`src/rtl/alu_sched_if.sv`:
```
// Request, ALU and response signal bundle for the two-requester ALU scheduler.
interface alu_sched_if;
  logic        req0_valid;
  logic        req0_ready;
  logic [3:0]  req0_op;
  logic [63:0] req0_a;
  logic [63:0] req0_b;
  logic        req1_valid;
  logic        req1_ready;
  logic [3:0]  req1_op;
  logic [63:0] req1_a;
  logic [63:0] req1_b;
  logic [63:0] alu_operand1;
  logic [63:0] alu_operand2;
  logic [3:0]  alu_op;
  logic [63:0] alu_result;
  logic        rsp_valid;
  logic        rsp_ready;
  logic        rsp_id;
  logic [63:0] rsp_result;
  logic        rsp_err;

  // Scheduler side: accepts requests, drives the ALU, returns responses.
  modport slave (
    input  req0_valid, req0_op, req0_a, req0_b,
    output req0_ready,
    input  req1_valid, req1_op, req1_a, req1_b,
    output req1_ready,
    output alu_operand1, alu_operand2, alu_op,
    input  alu_result,
    output rsp_valid, rsp_id, rsp_result, rsp_err,
    input  rsp_ready
  );

  // Environment side: requesters, the ALU itself and the response consumer.
  modport master (
    output req0_valid, req0_op, req0_a, req0_b,
    input  req0_ready,
    output req1_valid, req1_op, req1_a, req1_b,
    input  req1_ready,
    input  alu_operand1, alu_operand2, alu_op,
    output alu_result,
    input  rsp_valid, rsp_id, rsp_result, rsp_err,
    output rsp_ready
  );
endinterface

```
`src/rtl/alu_sched.sv`:
```
// Round-robin scheduler for a shared 64-bit ALU: holds operands for a
// per-opcode number of cycles, captures the result, traps DIV-by-zero and
// illegal opcodes, and returns a tagged response.
module alu_sched #(
  parameter int unsigned MUL_CYCLES = 3,
  parameter int unsigned DIV_CYCLES = 8
) (
  input  logic        clk,
  input  logic        reset,
  alu_sched_if.slave  bus
);

  typedef enum logic [1:0] {
    IDLE = 2'd0,
    EXEC = 2'd1,
    RESP = 2'd2
  } state_t;

  state_t      state_q, state_d;
  logic        last_grant_q, last_grant_d;
  logic [3:0]  cnt_q, cnt_d;
  logic [63:0] op1_q, op1_d;
  logic [63:0] op2_q, op2_d;
  logic [3:0]  op_q, op_d;
  logic [63:0] res_q, res_d;
  logic        id_q, id_d;
  logic        err_q, err_d;

  logic        grant;
  logic        accept;
  logic [3:0]  sel_op;
  logic [63:0] sel_a;
  logic [63:0] sel_b;

  // Arbitration: on a tie the requester not granted last time wins.
  always_comb begin
    grant = 1'b0;
    if (bus.req0_valid && bus.req1_valid) begin
      grant = ~last_grant_q;
    end else if (bus.req1_valid) begin
      grant = 1'b1;
    end
    accept = (state_q == IDLE) && !reset && (bus.req0_valid || bus.req1_valid);
    bus.req0_ready = accept && !grant;
    bus.req1_ready = accept && grant;
    sel_op = grant ? bus.req1_op : bus.req0_op;
    sel_a  = grant ? bus.req1_a  : bus.req0_a;
    sel_b  = grant ? bus.req1_b  : bus.req0_b;
  end

  // Next-state: acceptance, latency countdown, trap handling, response drain.
  always_comb begin
    state_d      = state_q;
    last_grant_d = last_grant_q;
    cnt_d        = cnt_q;
    op1_d        = op1_q;
    op2_d        = op2_q;
    op_d         = op_q;
    res_d        = res_q;
    id_d         = id_q;
    err_d        = err_q;
    case (state_q)
      IDLE: begin
        if (accept) begin
          op1_d        = sel_a;
          op2_d        = sel_b;
          op_d         = sel_op;
          id_d         = grant;
          last_grant_d = grant;
          if (sel_op >= 4'd10) begin
            res_d   = '0;
            err_d   = 1'b1;
            cnt_d   = '0;
            state_d = RESP;
          end else if (sel_op == 4'd9 && sel_b == '0) begin
            res_d   = '1;
            err_d   = 1'b1;
            cnt_d   = '0;
            state_d = RESP;
          end else begin
            if (sel_op == 4'd8) begin
              cnt_d = 4'(MUL_CYCLES - 1);
            end else if (sel_op == 4'd9) begin
              cnt_d = 4'(DIV_CYCLES - 1);
            end else begin
              cnt_d = '0;
            end
            state_d = EXEC;
          end
        end
      end
      EXEC: begin
        if (cnt_q == '0) begin
          res_d   = bus.alu_result;
          err_d   = 1'b0;
          state_d = RESP;
        end else begin
          cnt_d = cnt_q - 4'd1;
        end
      end
      RESP: begin
        if (bus.rsp_ready) begin
          state_d = IDLE;
        end
      end
      default: state_d = IDLE;
    endcase
  end

  // State and datapath registers with synchronous reset.
  always_ff @(posedge clk) begin
    if (reset) begin
      state_q      <= IDLE;
      last_grant_q <= 1'b1;
      cnt_q        <= '0;
      op1_q        <= '0;
      op2_q        <= '0;
      op_q         <= '0;
      res_q        <= '0;
      id_q         <= 1'b0;
      err_q        <= 1'b0;
    end else begin
      state_q      <= state_d;
      last_grant_q <= last_grant_d;
      cnt_q        <= cnt_d;
      op1_q        <= op1_d;
      op2_q        <= op2_d;
      op_q         <= op_d;
      res_q        <= res_d;
      id_q         <= id_d;
      err_q        <= err_d;
    end
  end

  assign bus.alu_operand1 = op1_q;
  assign bus.alu_operand2 = op2_q;
  assign bus.alu_op       = op_q;
  assign bus.rsp_valid    = (state_q == RESP);
  assign bus.rsp_id       = id_q;
  assign bus.rsp_result   = res_q;
  assign bus.rsp_err      = err_q;

endmodule

```
`src/flat_wrapper.sv`:
```
// flat-port wrapper written by rule: the top's interface ports become plain ports
module alu_sched_flat 
#(
  parameter int unsigned MUL_CYCLES = 3,
  parameter int unsigned DIV_CYCLES = 8
)
  (clk, reset, bus_req0_valid, bus_req0_op, bus_req0_a, bus_req0_b, bus_req0_ready, bus_req1_valid, bus_req1_op, bus_req1_a, bus_req1_b, bus_req1_ready, bus_alu_operand1, bus_alu_operand2, bus_alu_op, bus_alu_result, bus_rsp_valid, bus_rsp_id, bus_rsp_result, bus_rsp_err, bus_rsp_ready);
  alu_sched_if bus_i ();
  input  logic clk;
  input  logic reset;
  input wire logic [$bits(bus_i.req0_valid)-1:0] bus_req0_valid;
  input wire logic [$bits(bus_i.req0_op)-1:0] bus_req0_op;
  input wire logic [$bits(bus_i.req0_a)-1:0] bus_req0_a;
  input wire logic [$bits(bus_i.req0_b)-1:0] bus_req0_b;
  output wire logic [$bits(bus_i.req0_ready)-1:0] bus_req0_ready;
  input wire logic [$bits(bus_i.req1_valid)-1:0] bus_req1_valid;
  input wire logic [$bits(bus_i.req1_op)-1:0] bus_req1_op;
  input wire logic [$bits(bus_i.req1_a)-1:0] bus_req1_a;
  input wire logic [$bits(bus_i.req1_b)-1:0] bus_req1_b;
  output wire logic [$bits(bus_i.req1_ready)-1:0] bus_req1_ready;
  output wire logic [$bits(bus_i.alu_operand1)-1:0] bus_alu_operand1;
  output wire logic [$bits(bus_i.alu_operand2)-1:0] bus_alu_operand2;
  output wire logic [$bits(bus_i.alu_op)-1:0] bus_alu_op;
  input wire logic [$bits(bus_i.alu_result)-1:0] bus_alu_result;
  output wire logic [$bits(bus_i.rsp_valid)-1:0] bus_rsp_valid;
  output wire logic [$bits(bus_i.rsp_id)-1:0] bus_rsp_id;
  output wire logic [$bits(bus_i.rsp_result)-1:0] bus_rsp_result;
  output wire logic [$bits(bus_i.rsp_err)-1:0] bus_rsp_err;
  input wire logic [$bits(bus_i.rsp_ready)-1:0] bus_rsp_ready;
  assign bus_i.req0_valid = bus_req0_valid;
  assign bus_i.req0_op = bus_req0_op;
  assign bus_i.req0_a = bus_req0_a;
  assign bus_i.req0_b = bus_req0_b;
  assign bus_req0_ready = bus_i.req0_ready;
  assign bus_i.req1_valid = bus_req1_valid;
  assign bus_i.req1_op = bus_req1_op;
  assign bus_i.req1_a = bus_req1_a;
  assign bus_i.req1_b = bus_req1_b;
  assign bus_req1_ready = bus_i.req1_ready;
  assign bus_alu_operand1 = bus_i.alu_operand1;
  assign bus_alu_operand2 = bus_i.alu_operand2;
  assign bus_alu_op = bus_i.alu_op;
  assign bus_i.alu_result = bus_alu_result;
  assign bus_rsp_valid = bus_i.rsp_valid;
  assign bus_rsp_id = bus_i.rsp_id;
  assign bus_rsp_result = bus_i.rsp_result;
  assign bus_rsp_err = bus_i.rsp_err;
  assign bus_i.rsp_ready = bus_rsp_ready;
  alu_sched #(.MUL_CYCLES(MUL_CYCLES), .DIV_CYCLES(DIV_CYCLES)) u_core (.clk(clk), .reset(reset), .bus(bus_i));
endmodule
```
`config.mk`:
```
export PLATFORM = sky130hd
export DESIGN_NAME = alu_sched_flat
export DESIGN_NICKNAME = d
export VERILOG_FILES = /design/src/rtl/alu_sched_if.sv /design/src/rtl/alu_sched.sv /design/src/flat_wrapper.sv
export SDC_FILE = /design/constraint.sdc
export NUM_CORES = 1
export LEC_CHECK = 0
export BUFFER_PORTS_ARGS = -buffer_cell sky130_fd_sc_hd__clkbuf_2
export CORE_AREA = 2 2 206 208
export DETAILED_ROUTE_END_ITERATION = 10
export DIE_AREA = 0 0 208 210
export GPL_ROUTABILITY_DRIVEN = 0
export HOLD_SLACK_MARGIN = 0.12
export PLACE_DENSITY = 0.49
export SLEW_MARGIN = 10
export SYNTH_ARGS = -nofsm -noshare
export SYNTH_HDL_FRONTEND = slang
export SYNTH_SLANG_ARGS = --single-unit
```
`constraint.sdc`:
```
create_clock -name clk -period 2.88 [get_ports clk]
set_input_delay 0.576 -clock clk [delete_from_list [all_inputs] [get_ports clk]]
set_output_delay 0.576 -clock clk [all_outputs]
set_load 0.02 [all_outputs]
```
==> results of run 1 <==
[sequential cells by signal (all words and copies together), names as in the netlist]
name / count
u_core.bus.alu_operand1: 64
u_core.bus.rsp_err: 1
u_core.bus.rsp_id: 1
u_core.bus.alu_operand2: 64
u_core.state_q: 2
u_core.cnt_q: 4
u_core.bus.rsp_result: 64
u_core.last_grant_q: 1
u_core.bus.alu_op: 4
[kinds of logic after synthesis]
kind of cell / count (synthesis)
simple gates: 532
flops: 205
mux: 67
fa+ha+maj: 2
buf+inv: 108
compound gates: 228
[cell usage after synthesis]
cell | number | area (um2)
nor2_1 | 141 | 529.3
mux2i_1 | 67 | 670.6
nor4b_1 | 2 | 17.52
a31oi_1 | 3 | 18.77
a222oi_1 | 1 | 10.01
nand4_1 | 9 | 56.30
nand3_2 | 1 | 10.01
o21ai_1 | 14 | 70.07
a41oi_1 | 1 | 8.760
buf_1 | 4 | 15.01
buf_8 | 5 | 75.07
buf_4 | 2 | 15.01
a21o_1 | 1 | 7.510
o22a_1 | 1 | 8.760
a221oi_1 | 1 | 8.760
buf_6 | 2 | 22.52
a21boi_1 | 1 | 7.510
nor3b_1 | 1 | 7.510
inv_2 | 1 | 3.750
or2_2 | 1 | 6.260
nand3_1 | 1 | 5.000
clkbuf_1 | 90 | 337.8
a21boi_4 | 1 | 18.77
a21bo_1 | 1 | 10.01
inv_1 | 4 | 15.01
a311oi_1 | 130 | 1139
a211oi_1 | 4 | 30.03
dfxtp_1 | 205 | 4104
nor2b_1 | 4 | 25.02
a211o_1 | 1 | 8.760
a21oi_1 | 6 | 30.03
nor3_1 | 7 | 35.03
nor4_1 | 28 | 175.2
o21a_1 | 2 | 15.01
a21oi_2 | 1 | 8.760
ha_1 | 2 | 25.02
nand2b_1 | 3 | 18.77
o21ai_0 | 57 | 285.3
o21bai_1 | 1 | 7.510
nand2_1 | 334 | 1254
o22ai_1 | 1 | 6.260
[per-layer routing]
layer  GRT usage (%)  wire length, um
met1           21.30            16850
met2           28.55            18350
met4           4.500             1000
met5               0               13
met3           5.095             3150
[critical path: stages, from the launching register on]
cell      delay, ps
dfxtp_1         420
a21bo_4         260
buf_4           490
nor2_1           80
clkbuf_2        170
[cell usage in the layout (no fill, tap or decap), types with 2 or more instances in the layout]
cell type / n
o21ai_1: 14
nor4b_1: 2
nand4_1: 9
nor3_1: 7
a31oi_1: 2
a211oi_1: 4
clkbuf_8: 7
nor2_1: 141
a311oi_1: 130
a21oi_1: 6
mux2i_1: 67
clkbuf_16: 27
nor4_1: 28
bufinv_16: 2
buf_4: 31
nand2_1: 334
buf_12: 8
o21ai_0: 57
dfxtp_1: 205
nand2b_1: 2
ha_1: 2
nor2b_1: 4
inv_1: 4
clkbuf_2: 532
clkbuf_1: 4
[final cells by class]
| cell class | count | share of cell area (%) |
|---|---|---|
| clock buffers | 38 | 5.916 |
| well taps | 539 | 5.070 |
| inverters | 5 | 0.1411 |
| multi-input cells | 829 | 34.38 |
| clock inverters | 6 | 0.6772 |
| repair buffers | 571 | 22.97 |
| flip-flops and latches | 205 | 30.85 |
[per-stage QoR]
stage / cells / instance area [um2] / hold slack (ps) / power [uW]
detailed placement: 2149 / 12430 / 446.9 / 7602
CTS: 2193 / 13300 / 232.4 / 11020
finish: 2193 / 13300 / 264.0 / 10880
floorplan: 1142 / 9123 / 510.8 / 6140
global route: 2193 / 13300 / 246.9 / 11500
global placement: 2149 / 12430 / 440.5 / 7560
[power breakdown]
| group | internal (uW) | total (uW) | switching [uW] |
|---|---|---|---|
| Combinational | 1320 | 3710 | 2390 |
| Clock | 2060 | 3360 | 1300 |
| Sequential | 3460 | 3810 | 350 |
[worst paths after layout]
path / slack, ps / start / depth (start not counted) / end
worst min-delay path: 260 / bus_req1_a[1] / 3 / u_core.bus.alu_operand1[1]
worst max register to register: 510 / u_core.last_grant_q / 9 / u_core.bus.rsp_result[37]
worst min register to register: 450 / u_core.bus.rsp_result[45] / 2 / u_core.bus.rsp_result[45]
worst max-delay path: 310 / u_core.last_grant_q / 4 / bus_req1_ready
==> results_dict.tcl, run 1 <==
set metrics [dict create \
    outcome "finished, final reports clean" \
    finalCritPeriodShare_pct 89.33 \
    slew-limit-headroom_pct 37.36 \
    cts.sinks 205 \
    cts-root-buf "clkbuf_16" \
    dieArea_um2 43680 \
    fin_util_pct 32.07 \
    initial_utilization_pct 21.99 \
    crit_arrival_ps 2000 \
    grt_start_max_net_pins 148 \
    via_count 10239 \
    final_max_slew_viol_count 0 \
    syn_area_per_cell_um2 7.988 \
    synth_area_um2 9122 \
    setup_ws_ps 307.2 \
    io_buffers 533 \
    syn_nets 1477 \
    clock_latency_ps 550 \
    hold_viol 0 \
    end_kind "output port" \
    synth-xor-area-share_pct 0 \
    die_y_um 210 \
    grt_pass1_vias 10115 \
    dpl_worst_slack_ps -243.7 \
    grt_setup_unrepaired "false" \
    hpwl_um 29830 \
    cts_resized 0 \
    synth_simple_gate_area_share_pct 23.45 \
    cp.required_ps 2300 \
    routed_wl_um 39360 \
    dieWidth_um 208 \
    fin_worst_skew_ps 25.70 \
    syn_to_final_growth_pct 45.82 \
    n_antenna_cell 0 \
    cts_max_path_buffers 3 \
    cts_tree "yes" \
    dr.pass1.iters 7 \
    grt-ovfl-total 0 \
    post_drt_wl_per_cell_um 17.95 \
    synth_top_family_by_area "simple AND/OR/NAND/NOR gates" \
    drive_gt1_share_pct 37.48 \
    timing.fmax_mhz 388.7 \
    leakagePower_uw 0.006163 \
    rows 75 \
    powerDensity_nw_per_um2 817.7 \
    vdd_drop_max_mv 0.5188 \
    cts_max_level 1 \
    synthMuxAreaShare_pct 7.352 \
    cap_viol_max_count 0 \
    seq_area_um2 4104 \
    path_class "register to output port" \
    path_clk_slew_ps 60 \
    worst_pin_slew_ps 939.6 \
    period_minus_slack_ps 2573 \
    vias_per_cell 4.669 \
    holdBufCountCts 0 \
    synth_cells 1142 \
    finalSetupViolations 0 \
    yosysSeqAreaShare_pct 44.99 \
    multi_input_area_um2 4573 \
    antenna_found_initial 1 \
    grt_pass1_wl_um 59210 \
    finalNetCount 1973 \
    core_um2 41480 \
    grt_use_total_pct 17.03 \
    numCtsBuffers 26 \
    drc_errors 0 \
    yosysUniqueCellTypes 41 \
    drt_iter0_markers 635 \
    yosys_warnings 0 \
    hold_class "primary input to register" \
    nFillCells 4491 \
    ant_nets 0 \
    critPathLaunchType "register" \
    ios 534 \
    crit_path_max_fanout 48 \
    setup_tns_ps 0 \
    synth-seq-cells 205 \
    synthAdderAreaFrac_pct 0.2743 \
    cts_setup_buffers 0 \
    synth-compound-area-share_pct 18.63 \
]
(Power assumes the default switching activity.)
==> inputs of run 2 (changes only) <==
BUFFER_PORTS_ARGS = -buffer_cell sky130_fd_sc_hd__buf_2   (was -buffer_cell sky130_fd_sc_hd__clkbuf_2)
CTS_BUF_LIST = sky130_fd_sc_hd__clkbuf_4   (was not set)
==> run 2 against run 1 <==
Effect of this change:
- register-to-register slack worse by 140 ps
- via count up 16%
- sequential share of layout area down 5.8 points
- routed wire length up 9.6%
- clock power down 19%
- fmax down 5.1%
- hold slack better by 62 ps
- final area up 23%
- critical path depth up 7
- final cell count up 18%
- flip-flop and latch count unchanged
- core utilization up 7.5 points
- critical endpoint is now u_core.bus.rsp_result[50]
- highest routed layer unchanged
==> results_dict.tcl, run 2 (synthesis gave the netlist of run 1 again) <==
set metrics [dict create \
    core_um2 41480 \
    dpl_worst_slack_ps -489.9 \
    grt_start_max_net_pins 151 \
    hold_class "primary input to register" \
    rows 75 \
    initial_utilization_pct 21.99 \
    leakagePower_uw 0.007757 \
    post_drt_wl_per_cell_um 16.70 \
    path_class "primary input to register" \
    path_clk_slew_ps 60 \
    cp.required_ps 3530 \
    final_common_cell "buf_2" \
    path_common_cell "buf_12" \
    endpoint "u_core.bus.rsp_result[50]" \
    antenna_found_initial 5 \
    cts_max_path_buffers 3 \
    grt_use_total_pct 18.76 \
    cts.sinks 205 \
    hold_viol 0 \
    setup_tns_ps 0 \
    dieWidth_um 208 \
    drive_gt1_share_pct 32.86 \
    critPathMaxStageDelay_ps 530 \
    syn_to_final_growth_pct 79.87 \
    finalCritPeriodShare_pct 94.10 \
    cts_max_level 2 \
    vdd_drop_max_mv 0.3639 \
    crit_arrival_ps 3360 \
    grt_pass1_wl_um 65420 \
    die_y_um 210 \
    ant_nets 0 \
    io_buffers 533 \
    routed_wl_um 43120 \
    powerDensity_nw_per_um2 670.1 \
    outcome "finished, final reports clean" \
    finalNetCount 2331 \
    fin_worst_skew_ps 57.92 \
    drt_iter0_markers 819 \
    critPathLaunchType "primary input" \
    reg2reg_depth 5 \
    vias_per_cell 4.599 \
    grt-ovfl-total 0 \
    worst_pin_slew_ps 916.2 \
    hold_slack_ps 325.8 \
    clock_latency_ps 760 \
    ios 534 \
    cts_tree "yes" \
    crit_path_max_fanout 19 \
    startpoint "bus_req1_b[47]" \
    grt_setup_unrepaired "false" \
    finalSetupViolations 0 \
    period_minus_slack_ps 2710 \
    grt_pass1_vias 12153 \
    timing.rr.end "u_core.bus.alu_operand1[11]" \
    via_count 11874 \
    crit_slowest_cell "dlygate4sd3_1" \
    final_max_slew_viol_count 0 \
    end_kind "register" \
    path_cells "dlygate4sd3_1 > buf_2 > nor4_1 > buf_4 > nand4_1 > a222oi_1 > nand3_2 > a21oi_4 > buf_12 > buf_12 > mux2i_1" \
    slew-limit-headroom_pct 38.36 \
    setup_ws_ps 169.9 \
    r2r-start "u_core.last_grant_q" \
    hpwl_um 29820 \
    cts_setup_buffers 0 \
    finalPower_uw 11000 \
    timing.fmax_mhz 369.0 \
    dr.pass1.iters 5 \
    r2r_slack_ps 370 \
    fin_util_pct 39.56 \
    cts-root-buf "clkbuf_4" \
    drc_errors 0 \
    dieArea_um2 43680 \
    final_cell_mix "buf_2, nand2_1, dlygate4sd3_1" \
    cap_viol_max_count 0 \
    numCtsBuffers 60 \
]
[run 2: cell count changes in the layout (fill, tap and decap cells not counted), moves of 7 or more]
cell           change
clkbuf_2         -532
clkbuf_16         -27
clkinv_1          +13
clkbuf_4          +89
clkbuf_8           -7
buf_2            +532
dlygate4sd3_1    +326
[run 2: how the worst min path moves through the flow]
stage	to	slack, ps	startpoint	cells after the start
4_1_cts	u_core.bus.alu_op[3]	210	bus_req1_op[3]	3
6_report	u_core.bus.alu_op[3]	330	bus_req1_op[3]	3
3_5_place_dp	u_core.bus.rsp_result[23]	450	u_core.bus.rsp_result[23]	2
5_1_grt	u_core.bus.alu_op[3]	280	bus_req0_op[3]	3
3_3_place_gp	u_core.bus.rsp_result[27]	440	u_core.bus.rsp_result[27]	2
2_1_floorplan	u_core.cnt_q[3]	510	u_core.cnt_q[3]	2
[run 2: metal layers]
metal	vias up	share of wire [%]	global-route usage (%)	wire, um
met4	2	3.3	8.388	1437
met5	-	0.019	0	8
li1	5774	-	-	-
met3	93	7.8	5.140	3377
met2	526	47	31.39	20360
met1	5479	42	22.51	17940
[run 2: final cells by class]
class                   instances  area, um2
diodes                          4      10.01
clock inverters                16      61.31
inverters                       5      18.77
clock buffers                  89      668.1
fillers                      4267      25070
multi-input cells             829       4573
well taps                     539      674.4
flip-flops and latches        205       4104
repair buffers                895       6299
[run 2: power breakdown]
group / switching (uW) / internal (uW) / leakage, uW
sequential: 335 / 3450 / 0.00170
clock: 1320 / 1400 / 0.000442
combinational: 2560 / 1940 / 0.00562
total: 4210 / 6790 / 0.00776
[run 2: per-stage QoR]
step | instance area (um2) | cells
6_report | 16410 | 2582
4_1_cts | 16390 | 2578
3_3_place_gp | 12400 | 2147
5_1_grt | 16410 | 2582
2_1_floorplan | 9123 | 1142
3_5_place_dp | 12400 | 2147
[run 2: what timing repair did]
item,in CTS,in global routing
hold buffers,326,0
setup endpoints to repair,1,1
gates resized for setup,1,1
hold endpoints to repair,200,0
[run 2: worst max-delay path, delay by kind of cell]
kind / cells / cell delay (ps)
AOI/OAI and AO/OA: 2 / 590
and+or+nand+nor: 3 / 760
muxes: 1 / 200
buffers and inverters: 5 / 1200
==> inputs of run 3 (changes only) <==
ABC_AREA = 1   (was not set)
CORE_AREA = 3 3 208 210   (was 2 2 206 208)
DIE_AREA = 0 0 211 213   (was 0 0 208 210)
PLACE_DENSITY = 0.5   (was 0.49)
==> run 3 against run 2 <==
Effect of this change:
- first-iteration DRC count up 0.73%
- clock skew is 11 ps lower
- final cell count up 10%
- highest routed layer unchanged
==> results_dict.tcl, run 3 <==
set metrics [dict create \
    outcome "finished, final reports clean" \
    netlist_top_cells_count "nand2_1, dfxtp_1, inv_1" \
    synth_edf_count 0 \
    drc_errors 0 \
    critPathLaunchType "register" \
    vias_per_cell 4.525 \
    hpwl_um 30670 \
    synth_top_area_share_pct 41.98 \
    synth_cells 1487 \
    dr.pass1.iters 5 \
    syn_nets 1822 \
    cap_viol_max_count 0 \
    finalNetCount 2593 \
    worst_pin_slew_ps 734.4 \
    yosysSeqAreaShare_pct 41.98 \
    crit_path_max_fanout 15 \
    synthTopCellsByArea "dfxtp_1, nand2_1, inv_1, a31oi_1, nand4_1" \
    path_class "register to output port" \
    final_common_cell "buf_2" \
    crit_arrival_ps 2080 \
    post_drt_wl_per_cell_um 15.69 \
    path_clk_slew_ps 50 \
    die_y_um 213 \
    grt_use_total_pct 19.05 \
    grt_pass1_vias 12947 \
    initial_utilization_pct 23.41 \
    nFillCells 4397 \
    via_count 12861 \
    end_kind "output port" \
    synthArstFlopShare_pct 0 \
    synth_area_um2 9777 \
    setup_tns_ps 0 \
    vdd_drop_max_mv 0.4078 \
    ant_nets 0 \
    hold_viol 0 \
    finalCritPeriodShare_pct 92.20 \
    yosys_warnings 0 \
    syn_area_per_cell_um2 6.575 \
    antenna_found_initial 7 \
    timing.fmax_mhz 376.6 \
    powerDensity_nw_per_um2 804.9 \
    ios 534 \
    core_um2 41760 \
    cts-root-buf "clkbuf_4" \
    syn_to_final_growth_pct 67.25 \
    routed_wl_um 44590 \
    fin_worst_skew_ps 46.73 \
    dieArea_um2 44940 \
    numCtsBuffers 67 \
    slew-limit-headroom_pct 51.04 \
    grt-ovfl-total 0 \
    cts_max_path_buffers 3 \
    yosysMostFrequentCell "nand2_1" \
    finalSetupViolations 0 \
    synth-seq-cells 205 \
    period_minus_slack_ps 2655 \
    cp.required_ps 2300 \
    synth_area_leader_cell "dfxtp_1" \
    grt_start_max_net_pins 67 \
    dieWidth_um 211 \
    grt_setup_unrepaired "true" \
    leakagePower_uw 0.008410 \
    cts.sinks 205 \
    hold_class "primary input to register" \
    synth_flop_cell "dfxtp_1" \
    clock_latency_ps 710 \
    cts_max_level 3 \
    drt_iter0_markers 825 \
    drive_gt1_share_pct 30.92 \
    io_buffers 533 \
    grt_pass1_wl_um 68600 \
    cts_tree "yes" \
    final_cell_mix "buf_2, nand2_1, dlygate4sd3_1" \
    final_max_slew_viol_count 0 \
    yosysUniqueCellTypes 25 \
    setup_ws_ps 224.7 \
    rows 75 \
    dpl_worst_slack_ps -161.2 \
]
## run 3: changes by cell type after synthesis, moves of 56 or more
cell      delta
nand2_1    +139
nand3_1     +65
nand4_1     +56
a21oi_1     +63
a31oi_1     +97
mux2i_1     -67
inv_1      +163
a311oi_1   -130
## run 3: metrics by stage
| stage | hold slack [ps] | total power [uW] | instances | utilization, % | area [um2] |
|---|---|---|---|---|---|
| 6_report | 222.6 | 13160 | 2842 | 39.16 | 16350 |
| 3_3_place_gp | 452.0 | 9675 | 2502 | 31.72 | 13250 |
| 5_1_grt | 138.3 | 14220 | 2841 | 39.15 | 16350 |
| 3_5_place_dp | 458.6 | 9699 | 2502 | 31.72 | 13250 |
| 2_1_floorplan | 436.8 | 7572 | 1487 | - | 9777 |
| 4_1_cts | 120.6 | 13330 | 2833 | 39.02 | 16300 |
## run 3: path summary, 6_finish.rpt
path	from	end	slack [ps]	depth (start not counted)
setup reg to reg	u_core.last_grant_q	u_core.bus.alu_operand1[2]	240	10
hold reg to reg	u_core.bus.rsp_err	u_core.bus.rsp_err	460	2
hold / removal	bus_req1_b[38]	u_core.bus.alu_operand2[38]	220	3
setup / recovery	u_core.last_grant_q	bus_req0_ready	220	6
## run 3: logic make-up (layout without fill, tap and decap cells)
group | Yosys count | after routing | synth area share (%)
buffers and inverters | 284 | 1093 | 11.75
other | 0 | 7 | 0
and+or+nand+nor | 721 | 721 | 30.46
AOI/OAI and AO/OA | 274 | 274 | 15.47
xor gates and xnor gates | 1 | 1 | 0.08960
adders and majority gates | 2 | 2 | 0.2559
DFF | 205 | 205 | 41.98
## run 3: per-layer routing
layer | global-route usage (%) | share of wire (%) | vias to the layer above
met5 | 0 | 0.025 | -
met4 | 8.499 | 4.1 | 2
met3 | 5.877 | 7.6 | 112
met2 | 32.09 | 47 | 539
met1 | 22.38 | 41 | 5814
li1 | - | - | 6394
## run 3: timing repair
item | in CTS | in global routing
gates cloned | 0 | 0
resized for setup | 2 | 6
hold buffers | 223 | 0
endpoints found under the hold margin | 127 | 0
pin swaps | 1 | 1
endpoints found under the setup margin | 2 | 93
buffers inserted | 1 | 2
## run 3: power breakdown
| group | internal (uW) | leakage, uW | total (uW) | switching (uW) |
|---|---|---|---|---|
| logic | 2260 | 0.00624 | 6110 | 3850 |
| registers | 3620 | 0.00169 | 4030 | 410 |
| clock network | 1650 | 0.000483 | 3010 | 1370 |
## run 3: worst max-delay path, cell delays in order (launching register included)
cell and delay, ps:
dfxtp_1 390, nand2_1 130, nand2_4 180, inv_2 180, buf_4 190, nor2_4 110
buf_2 210
## run 3: final cells by class
type	count	area, um2	share of cell area (%)
multi-input combinational	998	4621	28.26
sequential	205	4104	25.10
tap	539	674.4	4.124
clock inverter	14	105.1	0.6427
timing repair buffer	816	5492	33.58
inverter	170	640.6	3.918
clock buffer	93	698.2	4.270
antenna	7	17.52	0.1071
